--- src/rtl/r_type_sequencer_pkg.sv ---
// Shared constants for the R-type control path: opcode/funct encodings,
// ALU_OP codes understood by ALU_32, and the sequencer FSM state encoding.
package r_type_sequencer_pkg;

  localparam logic [5:0] OPC_RTYPE  = 6'b000000;

  localparam logic [5:0] FUNCT_ADD  = 6'b100000;
  localparam logic [5:0] FUNCT_SUB  = 6'b100010;
  localparam logic [5:0] FUNCT_AND  = 6'b100100;
  localparam logic [5:0] FUNCT_OR   = 6'b100101;
  localparam logic [5:0] FUNCT_NOR  = 6'b100111;
  localparam logic [5:0] FUNCT_SLT  = 6'b101010;

  localparam logic [3:0] ALU_AND    = 4'b0000;
  localparam logic [3:0] ALU_OR     = 4'b0001;
  localparam logic [3:0] ALU_ADD    = 4'b0010;
  localparam logic [3:0] ALU_SUB    = 4'b0110;
  localparam logic [3:0] ALU_SLT    = 4'b0111;
  localparam logic [3:0] ALU_NOR    = 4'b1100;

  typedef enum logic [2:0] {
    S_IDLE,
    S_FETCH,
    S_DECODE,
    S_EXEC,
    S_DONE
  } state_e;

endpackage

--- src/rtl/r_type_sequencer_if.sv ---
// Run control, instruction-memory port and datapath control bundle.
// master = sequencer side, slave = memory/datapath/run-initiator side.
interface r_type_sequencer_if #(
  parameter int N      = 32,
  parameter int ADDR_W = 8
);
  logic              start;
  logic [ADDR_W-1:0] base_addr;
  logic [ADDR_W:0]   num_instr;
  logic              imem_en;
  logic [ADDR_W-1:0] imem_addr;
  logic [N-1:0]      imem_rdata;
  logic [N-1:0]      instruction;
  logic [3:0]        ALU_OP;
  logic              RegWrite;
  logic              busy;
  logic              done;
  logic              illegal;
  logic [7:0]        illegal_count;

  modport master (
    input  start, base_addr, num_instr, imem_rdata,
    output imem_en, imem_addr, instruction, ALU_OP, RegWrite,
           busy, done, illegal, illegal_count
  );

  modport slave (
    output start, base_addr, num_instr, imem_rdata,
    input  imem_en, imem_addr, instruction, ALU_OP, RegWrite,
           busy, done, illegal, illegal_count
  );
endinterface

--- src/rtl/r_type_sequencer_decoder.sv ---
// Combinational R-type decoder: maps opcode/funct to an ALU_OP code and a
// legal flag. Unknown encodings decode to ALU_AND with legal deasserted.
module r_type_decoder
  import r_type_sequencer_pkg::*;
(
  input  logic [5:0] opcode_i,
  input  logic [5:0] funct_i,
  output logic [3:0] alu_op_o,
  output logic       legal_o
);

  always_comb begin
    // NOTE: every output gets a default before the case so no path leaves it unassigned (no latch).
    alu_op_o = ALU_AND;
    legal_o  = 1'b0;
    if (opcode_i == OPC_RTYPE) begin
      legal_o = 1'b1;
      case (funct_i)
        FUNCT_ADD: alu_op_o = ALU_ADD;
        FUNCT_SUB: alu_op_o = ALU_SUB;
        FUNCT_AND: alu_op_o = ALU_AND;
        FUNCT_OR:  alu_op_o = ALU_OR;
        FUNCT_NOR: alu_op_o = ALU_NOR;
        FUNCT_SLT: alu_op_o = ALU_SLT;
        default:   legal_o  = 1'b0;
      endcase
    end
  end

endmodule

--- src/rtl/r_type_sequencer.sv ---
// R-type sequencer: fetches a run of instructions from synchronous memory and
// issues each to the datapath over FETCH/DECODE/EXEC (3 cycles per instruction).
module r_type_sequencer
  import r_type_sequencer_pkg::*;
#(
  parameter int N      = 32,
  parameter int ADDR_W = 8
) (
  input  logic                clk,
  input  logic                rst,
  r_type_sequencer_if.master  bus
);

  state_e            state_q, state_d;
  logic [ADDR_W-1:0] pc_q, pc_d;
  logic [ADDR_W:0]   remaining_q, remaining_d;
  logic [7:0]        illegal_count_q, illegal_count_d;
  logic [N-1:0]      instruction_q, instruction_d;
  logic [3:0]        alu_op_q, alu_op_d;
  logic              legal_q, legal_d;
  logic              we_q, we_d;

  logic [3:0]        dec_alu_op;
  logic              dec_legal;

  r_type_decoder u_decoder (
    .opcode_i (bus.imem_rdata[31:26]),
    .funct_i  (bus.imem_rdata[5:0]),
    .alu_op_o (dec_alu_op),
    .legal_o  (dec_legal)
  );

  always_comb begin
    state_d         = state_q;
    pc_d            = pc_q;
    remaining_d     = remaining_q;
    illegal_count_d = illegal_count_q;
    instruction_d   = instruction_q;
    alu_op_d        = alu_op_q;
    legal_d         = legal_q;
    we_d            = we_q;

    case (state_q)
      S_IDLE: begin
        if (bus.start) begin
          if (bus.num_instr != '0) begin
            pc_d            = bus.base_addr;
            remaining_d     = bus.num_instr;
            illegal_count_d = 8'd0;
            state_d         = S_FETCH;
          end else begin
            state_d = S_DONE;
          end
        end
      end
      S_FETCH:  state_d = S_DECODE;
      S_DECODE: begin
        // Memory data is valid this cycle; register the decode so EXEC is glitch-free.
        instruction_d = bus.imem_rdata;
        alu_op_d      = dec_alu_op;
        legal_d       = dec_legal;
        we_d          = dec_legal && (bus.imem_rdata[15:11] != 5'd0);
        state_d       = S_EXEC;
      end
      S_EXEC: begin
        pc_d        = pc_q + ADDR_W'(1);
        remaining_d = remaining_q - (ADDR_W+1)'(1);
        if (!legal_q && (illegal_count_q != 8'hFF))
          illegal_count_d = illegal_count_q + 8'd1;
        state_d = (remaining_d == '0) ? S_DONE : S_FETCH;
      end
      S_DONE:   state_d = S_IDLE;
      default:  state_d = S_IDLE;
    endcase
  end

  // NOTE: reset is synchronous, so it lives inside the clocked block rather than the sensitivity list.
  always_ff @(posedge clk) begin
    if (rst) begin
      state_q         <= S_IDLE;
      pc_q            <= '0;
      remaining_q     <= '0;
      illegal_count_q <= 8'd0;
      instruction_q   <= '0;
      alu_op_q        <= ALU_AND;
      legal_q         <= 1'b0;
      we_q            <= 1'b0;
    end else begin
      // NOTE: non-blocking assignments so every register samples pre-edge values.
      state_q         <= state_d;
      pc_q            <= pc_d;
      remaining_q     <= remaining_d;
      illegal_count_q <= illegal_count_d;
      instruction_q   <= instruction_d;
      alu_op_q        <= alu_op_d;
      legal_q         <= legal_d;
      we_q            <= we_d;
    end
  end

  assign bus.imem_en       = (state_q == S_FETCH);
  assign bus.imem_addr     = pc_q;
  assign bus.instruction   = instruction_q;
  assign bus.ALU_OP        = alu_op_q;
  assign bus.RegWrite      = (state_q == S_EXEC) && we_q;
  assign bus.illegal       = (state_q == S_EXEC) && !legal_q;
  assign bus.busy          = (state_q == S_FETCH) || (state_q == S_DECODE) || (state_q == S_EXEC);
  assign bus.done          = (state_q == S_DONE);
  assign bus.illegal_count = illegal_count_q;

endmodule

--- src/flat_wrapper.sv ---
// flat-port wrapper written by rule: the top's interface ports become plain ports
module r_type_sequencer_flat import r_type_sequencer_pkg::*;
#(
  parameter int N      = 32,
  parameter int ADDR_W = 8
)
  (clk, rst, bus_start, bus_base_addr, bus_num_instr, bus_imem_rdata, bus_imem_en, bus_imem_addr, bus_instruction, bus_ALU_OP, bus_RegWrite, bus_busy, bus_done, bus_illegal, bus_illegal_count);
  r_type_sequencer_if #(.N(N), .ADDR_W(ADDR_W)) bus_i ();
  input  logic clk;
  input  logic rst;
  input wire logic [$bits(bus_i.start)-1:0] bus_start;
  input wire logic [$bits(bus_i.base_addr)-1:0] bus_base_addr;
  input wire logic [$bits(bus_i.num_instr)-1:0] bus_num_instr;
  input wire logic [$bits(bus_i.imem_rdata)-1:0] bus_imem_rdata;
  output wire logic [$bits(bus_i.imem_en)-1:0] bus_imem_en;
  output wire logic [$bits(bus_i.imem_addr)-1:0] bus_imem_addr;
  output wire logic [$bits(bus_i.instruction)-1:0] bus_instruction;
  output wire logic [$bits(bus_i.ALU_OP)-1:0] bus_ALU_OP;
  output wire logic [$bits(bus_i.RegWrite)-1:0] bus_RegWrite;
  output wire logic [$bits(bus_i.busy)-1:0] bus_busy;
  output wire logic [$bits(bus_i.done)-1:0] bus_done;
  output wire logic [$bits(bus_i.illegal)-1:0] bus_illegal;
  output wire logic [$bits(bus_i.illegal_count)-1:0] bus_illegal_count;
  assign bus_i.start = bus_start;
  assign bus_i.base_addr = bus_base_addr;
  assign bus_i.num_instr = bus_num_instr;
  assign bus_i.imem_rdata = bus_imem_rdata;
  assign bus_imem_en = bus_i.imem_en;
  assign bus_imem_addr = bus_i.imem_addr;
  assign bus_instruction = bus_i.instruction;
  assign bus_ALU_OP = bus_i.ALU_OP;
  assign bus_RegWrite = bus_i.RegWrite;
  assign bus_busy = bus_i.busy;
  assign bus_done = bus_i.done;
  assign bus_illegal = bus_i.illegal;
  assign bus_illegal_count = bus_i.illegal_count;
  r_type_sequencer #(.N(N), .ADDR_W(ADDR_W)) u_core (.clk(clk), .rst(rst), .bus(bus_i));
endmodule
--- config.mk ---
export PLATFORM = sky130hd
export DESIGN_NAME = r_type_sequencer_flat
export DESIGN_NICKNAME = d
export VERILOG_FILES = /design/src/rtl/r_type_sequencer_pkg.sv /design/src/rtl/r_type_sequencer_if.sv /design/src/rtl/r_type_sequencer_decoder.sv /design/src/rtl/r_type_sequencer.sv /design/src/flat_wrapper.sv
export SDC_FILE = /design/constraint.sdc
export NUM_CORES = 1
export LEC_CHECK = 0
export ABC_CLOCK_PERIOD_IN_PS = 2400
export CORE_MARGIN = 10
export CORE_UTILIZATION = 38
export CTS_CLUSTER_DIAMETER = 100
export DETAILED_ROUTE_END_ITERATION = 16
export PLACE_DENSITY_LB_ADDON = 0.1
export RECOVER_POWER = 25
export SKIP_LAST_GASP = 1
export SYNTH_ARGS = -nofsm -noshare
export SYNTH_HDL_FRONTEND = slang
export SYNTH_SLANG_ARGS = --single-unit
export TNS_END_PERCENT = 20
--- constraint.sdc ---
create_clock -name clk -period 2.4 [get_ports clk]
set_input_delay 0.6 -clock clk [delete_from_list [all_inputs] [get_ports clk]]
set_output_delay 0.6 -clock clk [all_outputs]
set_load 0.01 [all_outputs]
==> flow_summary.json, run 1 <==
{
  "outcome": "complete, no violations",
  "critPathLaunchType": "flop",
  "synth_ff_type": "dfxtp_1",
  "drv_cap": 0,
  "min_path_type": "flop to flop",
  "path_class": "flop to output pin",
  "cp_max_fo": 7,
  "ios": 109,
  "die_w_um": 111,
  "wirelength_mm": 9.16,
  "required_ns": 1.80,
  "seq_area_frac_synth_pct": 42.3,
  "period_share_pct": 97.3,
  "fin_crit_ns": 2.34,
  "dr.pass1.iters": 4,
  "netlist_area_mm2": 0.00313,
  "synth_top_area_share_pct": 42.3,
  "relSlewSlack_pct": 35.6,
  "grt_pass1_vias": 2977,
  "dp_hpwl_mm": 6.77,
  "synth-seq-cells": 66,
  "pwr-share-seq_pct": 39.2,
  "ir_worst_vdd_mv": 0.367,
  "cts.root.buffer_cell": "clkbuf_8",
  "finalSetupViolCount": 0,
  "final_hold_viol_count": 0,
  "fp.coreArea_mm2": 0.00809,
  "synth.top_cells.by_area": "dfxtp_1 (42%), nand2_1 (12%), a21oi_1 (9.9%)",
  "grt_first_pass_wirelength_mm": 14.8,
  "stdcell_area_mm2": 0.00467,
  "die-area_mm2": 0.0123,
  "multi_input_comb_area_mm2": 0.00168,
  "cts_buffers": 9,
  "fmax_ghz": 0.428,
  "timing.hold.ws_ns": 0.451,
  "drt-wirelength-per-cell_um": 14.5,
  "p_leak_nw": 1.67,
  "p_sw_share_pct": 29.0,
  "initial_core_util_pct": 38.6,
  "drv_slew": 0,
  "drt_iter0_drc": 116,
  "area_growth_pct": 49.3,
  "antenna_found_initial": 0,
  "synth_enable_flop_cells": 0,
  "num_vias": 3197,
  "overflow": 0,
  "cts.clk_slew.worst_paths_ns": 0.07,
  "antennaDiodeCount": 0,
  "synthCells": 403,
  "power.internal_mw": 2.35,
  "p_clk_share_pct": 33.5,
  "async_reset_ff_share_pct": 0,
  "finalClockSkew_ns": 0.00752,
  "powerDensity_mw_per_mm2": 708,
  "synth_area_per_cell_um2": 7.76,
  "synth_top_area_cell": "dfxtp_1",
  "rsz0062_at_grt": "yes",
  "place_area_mm2": 0.00443,
  "crit_path_end_kind": "output pin",
  "drive_gt1_share_pct": 10.1,
  "htree_levels": 3,
  "grt_max_degree": 42,
  "synth_cell_types": 57,
  "switching_power_mw": 0.959,
  "gp_congestion": 0.821,
  "share_comb_of_total_power_pct": 27.3,
  "num_rows": 33,
  "yosysWarnings": 0,
  "portBuffers": 108,
  "viasPerCell": 5.07,
  "drc": 0,
  "antenna_left": 0,
  "clock-sinks": 66,
  "die_h_um": 111,
  "fillCellCount": 809,
  "worstPathArrival_ns": 1.74,
  "cts_tree": "done",
  "nets": 576,
  "syn_nets": 459,
  "worst_pin_slew_ns": 0.966,
  "area.sequential_mm2": 0.00133,
  "insertion_delay_ns": 0.33,
  "grt_usage_pct": 14.1,
  "cts.path.max_buffers": 2
}
per-layer routing:
| layer | wire length [µm] | vias to the layer above | global-route usage (%) |
|---|---|---|---|
| met5 | 0 | - | 0 |
| met4 | 93 | 0 | 3.73 |
| met3 | 988 | 9 | 7.58 |
| met2 | 4080 | 106 | 20.8 |
| met1 | 3990 | 1434 | 17.3 |
| li1 | - | 1648 | - |
cell families (layout without fill, tap and decap cells):
logic type,Yosys count,in the layout,synth area share (%)
fa+ha+maj,4,4,1.60
xor+xnor,4,4,1.12
buf+inv,31,153,4.36
simple gates,181,181,27.2
compound gates,117,117,23.4
flops,66,66,42.3
worst paths after layout:
check                    start                       to  slack (ns)  depth (start not counted)
max reg2reg  u_core.state_q[0]  u_core.bus.imem_addr[1]        0.39                          7
max          u_core.state_q[0]                 bus_done        0.06                          4
min                u_core.we_q              u_core.we_q        0.45                          2
min reg2reg        u_core.we_q              u_core.we_q        0.45                          2
timing repair:
action,in CTS,in global routing
setup buffers,0,0
resized for setup,2,1
endpoints found under the setup margin,1,5
hold buffers,0,0
final cells by class:
type                            count  share of cell area [%]
Timing Repair Buffer              133                    27.6
Inverter                            4                   0.322
Clock buffer                       11                    2.81
Sequential cell                    66                    28.4
Clock inverter                      5                    2.20
Multi-Input combinational cell    306                    35.9
Tap cell                          105                    2.81
registers in the layout (all words and copies together), names as in the netlist:
register,count
u_core.bus.instruction,32
u_core.state_q,3
u_core.bus.illegal_count,8
u_core.remaining_q,9
u_core.bus.ALU_OP,4
u_core.bus.imem_addr,8
u_core.we_q,1
u_core.legal_q,1
per-stage QoR:
| step | setup WS (ns) | instances | TNS (ns) | util, % | power, mW |
|---|---|---|---|---|---|
| 5_1_grt | -0.0224 | 630 | -0.0427 | 57.7 | 3.50 |
| 3_5_place_dp | -0.261 | 614 | -4.96 | 54.8 | 2.23 |
| 3_3_place_gp | -0.201 | 614 | -4.14 | 54.8 | 2.22 |
| 2_1_floorplan | 0.305 | 403 | 0 | - | 1.79 |
| 4_1_cts | 0.00411 | 630 | 0 | 57.7 | 3.34 |
| 6_report | 0.0640 | 630 | 0 | 57.7 | 3.31 |
worst max-delay path, stage by stage (launching register included):
cell	delay [ns]
dfxtp_2	0.36
buf_4	0.17
nor2_1	0.19
and2_1	0.15
clkdlybuf4s50_1	0.54
power groups by stage:
stage	Combinational, mW	Sequential (mW)	Clock, mW
floorplan	0.461	1.33	0
global placement	0.904	1.31	0
detailed placement	0.909	1.32	0
CTS	0.914	1.29	1.13
global route	0.996	1.31	1.18
finish	0.902	1.30	1.11
synth_stat cells (all sizes together), types with 2 or more instances:
master and instances:
nand2 102, dfxtp 66, a21oi 62, nor2 26, clkbuf 20, o21ai 19
nand3 8, o31ai 8, buf 7, or4 7, nor3 6, nor4 5
a211oi 4, a22o 4, and2 4, ha 4, inv 4, nand3b 4
nor3b 4, nand2b 3, a211o 2, a21o 2, a311oi 2, nand4 2
nor2b 2, o221a 2, or3 2, xnor2 2, xor2 2
layout by cell type, fill, tap and decap left out, types with 5 or more instances in the layout:
cell type,n
nor4_1,5
o21ai_0,5
nand3_1,8
buf_4,23
or4_1,6
clkdlybuf4s50_1,107
a21oi_1,62
o31ai_1,7
o21ai_1,14
nand2_1,102
dfxtp_1,63
nor3_1,6
nor2_1,26
clkbuf_8,9
(Power assumes the default switching activity.)
==> inputs of run 2 (changes only) <==
MAX_ROUTING_LAYER = met4   (was not set)
==> flow_summary.json, run 2 (synthesis gave the netlist of run 1 again) <==
{
  "clock-sinks": 66,
  "htree_levels": 3,
  "largest_reg_flops": 32,
  "mostFrequentLayoutCell": "clkdlybuf4s50_1",
  "stdcell_count": 630,
  "drive_gt1_share_pct": 10.1,
  "post_cts_buffers": 0,
  "dr.pass1.iters": 4,
  "fin_crit_ns": 2.34,
  "die_h_um": 111,
  "finalClockSkew_ns": 0.00946,
  "relSlewSlack_pct": 35.7,
  "initial_core_util_pct": 38.6,
  "worst_pin_slew_ns": 0.965,
  "grt_usage_pct": 14.5,
  "drv_slew": 0,
  "drt_iter0_drc": 96,
  "insertion_delay_ns": 0.34,
  "cts.clk_slew.worst_paths_ns": 0.07,
  "cts_tree": "done",
  "grt_max_degree": 42,
  "grt_pass1_vias": 2994,
  "cts.path.max_buffers": 2,
  "period_share_pct": 97.5,
  "num_rows": 33,
  "mostFrequentLayoutCells": "clkdlybuf4s50_1 (107), nand2_1 (102), dfxtp_1 (63)",
  "crit_path_end_kind": "output pin",
  "final_hold_viol_count": 0,
  "path_class": "flop to output pin",
  "fp.coreArea_mm2": 0.00809,
  "min_path_type": "flop to flop",
  "portBuffers": 108,
  "worstPathArrival_ns": 1.74,
  "powerDensity_mw_per_mm2": 709,
  "cts.root.buffer_cell": "clkbuf_8",
  "wirelength_mm": 9.15,
  "antenna_left": 0,
  "die_w_um": 111,
  "ios": 109,
  "post-place-cells": 614,
  "rsz0062_at_grt": "yes",
  "viasPerCell": 5.07,
  "fmax_ghz": 0.427,
  "overflow": 0,
  "gp_congestion": 0.833,
  "nets": 576,
  "antennaDiodeCount": 0,
  "critPathLaunchType": "flop",
  "antenna_found_initial": 0,
  "p_leak_nw": 1.67,
  "cp_max_fo": 7,
  "outcome": "complete, no violations",
  "required_ns": 1.80,
  "cts_buffers": 9,
  "area_growth_pct": 49.3,
  "grt_first_pass_wirelength_mm": 14.8,
  "drc": 0,
  "num_vias": 3193,
  "drt-wirelength-per-cell_um": 14.5,
  "fin_util_pct": 57.7,
  "drv_cap": 0,
  "ir_worst_vdd_mv": 0.367,
  "dp_hpwl_mm": 6.77,
  "die-area_mm2": 0.0123,
  "finalSetupViolCount": 0
}
[run 2: layout make-up]
cell class | count | area [µm²]
Clock buffer | 11 | 131
Fill cell | 809 | 3420
Inverter | 4 | 15.0
Multi-Input combinational cell | 306 | 1680
Clock inverter | 5 | 103
Tap cell | 105 | 131
Sequential cell | 66 | 1330
Timing Repair Buffer | 133 | 1290
[run 2: path summary, 6_finish.rpt]
kind / from / end / slack, ns / depth (start not counted)
hold / removal: u_core.we_q / u_core.we_q / 0.45 / 2
setup / recovery: u_core.state_q[0] / bus_done / 0.06 / 4
setup reg to reg: u_core.state_q[1] / u_core.bus.imem_addr[1] / 0.38 / 7
hold reg to reg: u_core.we_q / u_core.we_q / 0.45 / 2
[run 2: power breakdown]
group / internal (mW) / switching (mW) / leakage (nW)
clock network: 0.690 / 0.422 / 0.114
logic: 0.456 / 0.447 / 1.02
registers: 1.20 / 0.0952 / 0.538
[run 2: what timing repair did]
item / 4_1_cts / 5_1_grt
endpoints found under the setup margin: 1 / 5
gates resized for setup: 2 / 1
hold endpoints to repair: 0 / 0
hold buffers: 0 / 0
[run 2: critical path, stage by stage, from the launching register on]
cell             delay [ns]
dfxtp_2                0.35
buf_4                  0.17
nor2_1                 0.19
and2_1                 0.15
clkdlybuf4s50_1        0.54
[run 2: metrics by stage]
step	area, µm²	setup WS [ns]	power [mW]	TNS [ns]	hold WS (ns)
final	4670	0.0596	3.31	0	0.451
after global routing	4670	-0.0251	3.50	-0.0422	0.471
after CTS	4670	0.00411	3.34	0	0.453
after detailed placement	4430	-0.261	2.23	-4.96	0.444
after global placement	4430	-0.201	2.22	-4.14	0.441
after floorplan	3130	0.305	1.79	0	0.432
[run 2: per-layer routing]
| layer | share of wire [%] | wire, µm | GRT usage (%) | up-vias |
|---|---|---|---|---|
| li1 | - | - | - | 1649 |
| met1 | 47 | 4330 | 18.6 | 1441 |
| met2 | 44 | 4060 | 20.8 | 93 |
| met3 | 7.2 | 661 | 5.74 | 10 |
| met4 | 1.0 | 95 | 3.73 | 0 |
| met5 | 0 | 0 | - | - |
==> inputs of run 3 (changes only) <==
SETUP_SLACK_MARGIN = 0.15   (was not set)
==> flow_summary.json, run 3 (synthesis gave the netlist of run 1 again) <==
{
  "reg2reg_from": "u_core.state_q[0]",
  "cts_buffers": 9,
  "num_vias": 3216,
  "nets": 580,
  "antenna_found_initial": 0,
  "crit_chain": "clkdlybuf4s50_1 > nor3b_4 > o31ai_4 > buf_6 > a21o_4 > buf_6 > or4_1 > a21oi_1",
  "grt_usage_pct": 14.6,
  "final_hold_viol_count": 0,
  "grt_first_pass_wirelength_mm": 14.8,
  "drt-wirelength-per-cell_um": 14.7,
  "num_rows": 33,
  "insertion_delay_ns": 0.34,
  "area.sequential_mm2": 0.00133,
  "mostFrequentLayoutCells": "nand2_1 (102), clkdlybuf4s50_1 (101), dfxtp_1 (64)",
  "hold_buffers": 0,
  "fin_crit_ns": 2.25,
  "cp-endpoint": "u_core.bus.illegal_count[4]",
  "viasPerCell": 5.07,
  "initial_core_util_pct": 38.6,
  "outcome": "complete, no violations",
  "mostFrequentLayoutCell": "nand2_1",
  "gp_congestion": 0.833,
  "reg2reg_slack_ns": 0.36,
  "drv_slew": 0,
  "min_path_type": "flop to flop",
  "portBuffers": 108,
  "path_class": "input port to flop",
  "drive_gt1_share_pct": 11.5,
  "tns_ns": 0,
  "drc": 0,
  "critical-path-max-stage-delay_ns": 0.49,
  "required_ns": 2.67,
  "finalClockSkew_ns": 0.00838,
  "fin_ws_ns": 0.146,
  "stdcell_count": 634,
  "cts.root.buffer_cell": "clkbuf_8",
  "crit_path_end_kind": "flop",
  "cts.path.max_buffers": 2,
  "antennaDiodeCount": 0,
  "cts.clk_slew.worst_paths_ns": 0.07,
  "dr.pass1.iters": 4,
  "p_total_mw": 3.35,
  "powerDensity_mw_per_mm2": 706,
  "cp_max_fo": 5,
  "worst_pin_slew_ns": 0.963,
  "rsz0062_at_grt": "yes",
  "period_share_pct": 93.9,
  "reg2reg_depth": 8,
  "clock-sinks": 66,
  "multi_input_comb_area_mm2": 0.00172,
  "antenna_left": 0,
  "grt_pass1_vias": 3006,
  "htree_levels": 3,
  "die_w_um": 111,
  "fp.coreArea_mm2": 0.00809,
  "critPathLaunch": "bus_start",
  "post-place-cells": 614,
  "fillCellCount": 809,
  "ios": 109,
  "fmax_ghz": 0.444,
  "dp_hpwl_mm": 6.77,
  "finalSetupViolCount": 0,
  "critPathLaunchType": "input port",
  "wirelength_mm": 9.30,
  "area_growth_pct": 51.8,
  "crit_slowest_cell": "or4_1",
  "ir_worst_vdd_mv": 0.369,
  "cts_tree": "done",
  "overflow": 0,
  "worstPathArrival_ns": 2.52,
  "die_h_um": 111,
  "cpMostUsedCell": "buf_6",
  "place_ws_ns": -0.261,
  "drv_cap": 0,
  "timing.hold.ws_ns": 0.452,
  "relSlewSlack_pct": 35.8,
  "grt_max_degree": 42,
  "p_leak_nw": 1.75,
  "drt_iter0_drc": 87,
  "largest_reg_flops": 32,
  "die-area_mm2": 0.0123,
  "rr_endpoint": "u_core.bus.illegal_count[4]"
}
[run 3: cell type report]
cell class | instances | share of cell area [%]
clock buffers | 11 | 2.77
repair buffers | 136 | 27.8
well taps | 105 | 2.77
clock inverters | 5 | 2.16
multi-input cells | 307 | 36.2
inverters | 4 | 0.316
flip-flops and latches | 66 | 27.9
[run 3: what timing repair did]
action	in CTS	in global routing
setup endpoints to repair	20	25
endpoints found under the hold margin	0	0
pin swaps	1	8
buffers inserted	2	1
gates cloned	0	1
gates resized for setup	7	14
[run 3: layer usage]
metal / wire length, µm / up-vias / GRT usage [%]
met5: 0 / - / -
met4: 112 / 0 / 3.73
met3: 678 / 12 / 5.74
met2: 4240 / 100 / 21.0
met1: 4270 / 1443 / 18.6
li1: - / 1661 / -
[run 3: report_power, final]
| part | internal [mW] | total, mW | switching (mW) | leakage [nW] |
|---|---|---|---|---|
| sequential | 1.20 | 1.30 | 0.0963 | 0.538 |
| combinational | 0.478 | 0.940 | 0.462 | 1.10 |
| clock | 0.690 | 1.11 | 0.422 | 0.114 |
| total | 2.37 | 3.35 | 0.980 | 1.75 |
[run 3: worst min path at each step]
stage | start | end | slack (ns) | cells past startpoint
final | u_core.we_q | u_core.we_q | 0.45 | 2
after global routing | u_core.bus.instruction[21] | u_core.bus.instruction[21] | 0.47 | 2
after CTS | u_core.we_q | u_core.we_q | 0.45 | 2
after detailed placement | u_core.we_q | u_core.we_q | 0.44 | 2
after global placement | u_core.we_q | u_core.we_q | 0.44 | 2
after floorplan | u_core.we_q | u_core.we_q | 0.43 | 2
[run 3: stage by stage]
stage               cell area (µm²)  utilization, %
floorplan                      3130               -
global placement               4430            54.8
detailed placement             4430            54.8
CTS                            4690            57.9
global route                   4750            58.6
finish                         4750            58.6
[run 3: critical path: cells and delay by family]
family	cells	cell delay, ns
buf+inv	3	0.74
simple gates	2	0.70
compound gates	3	0.48
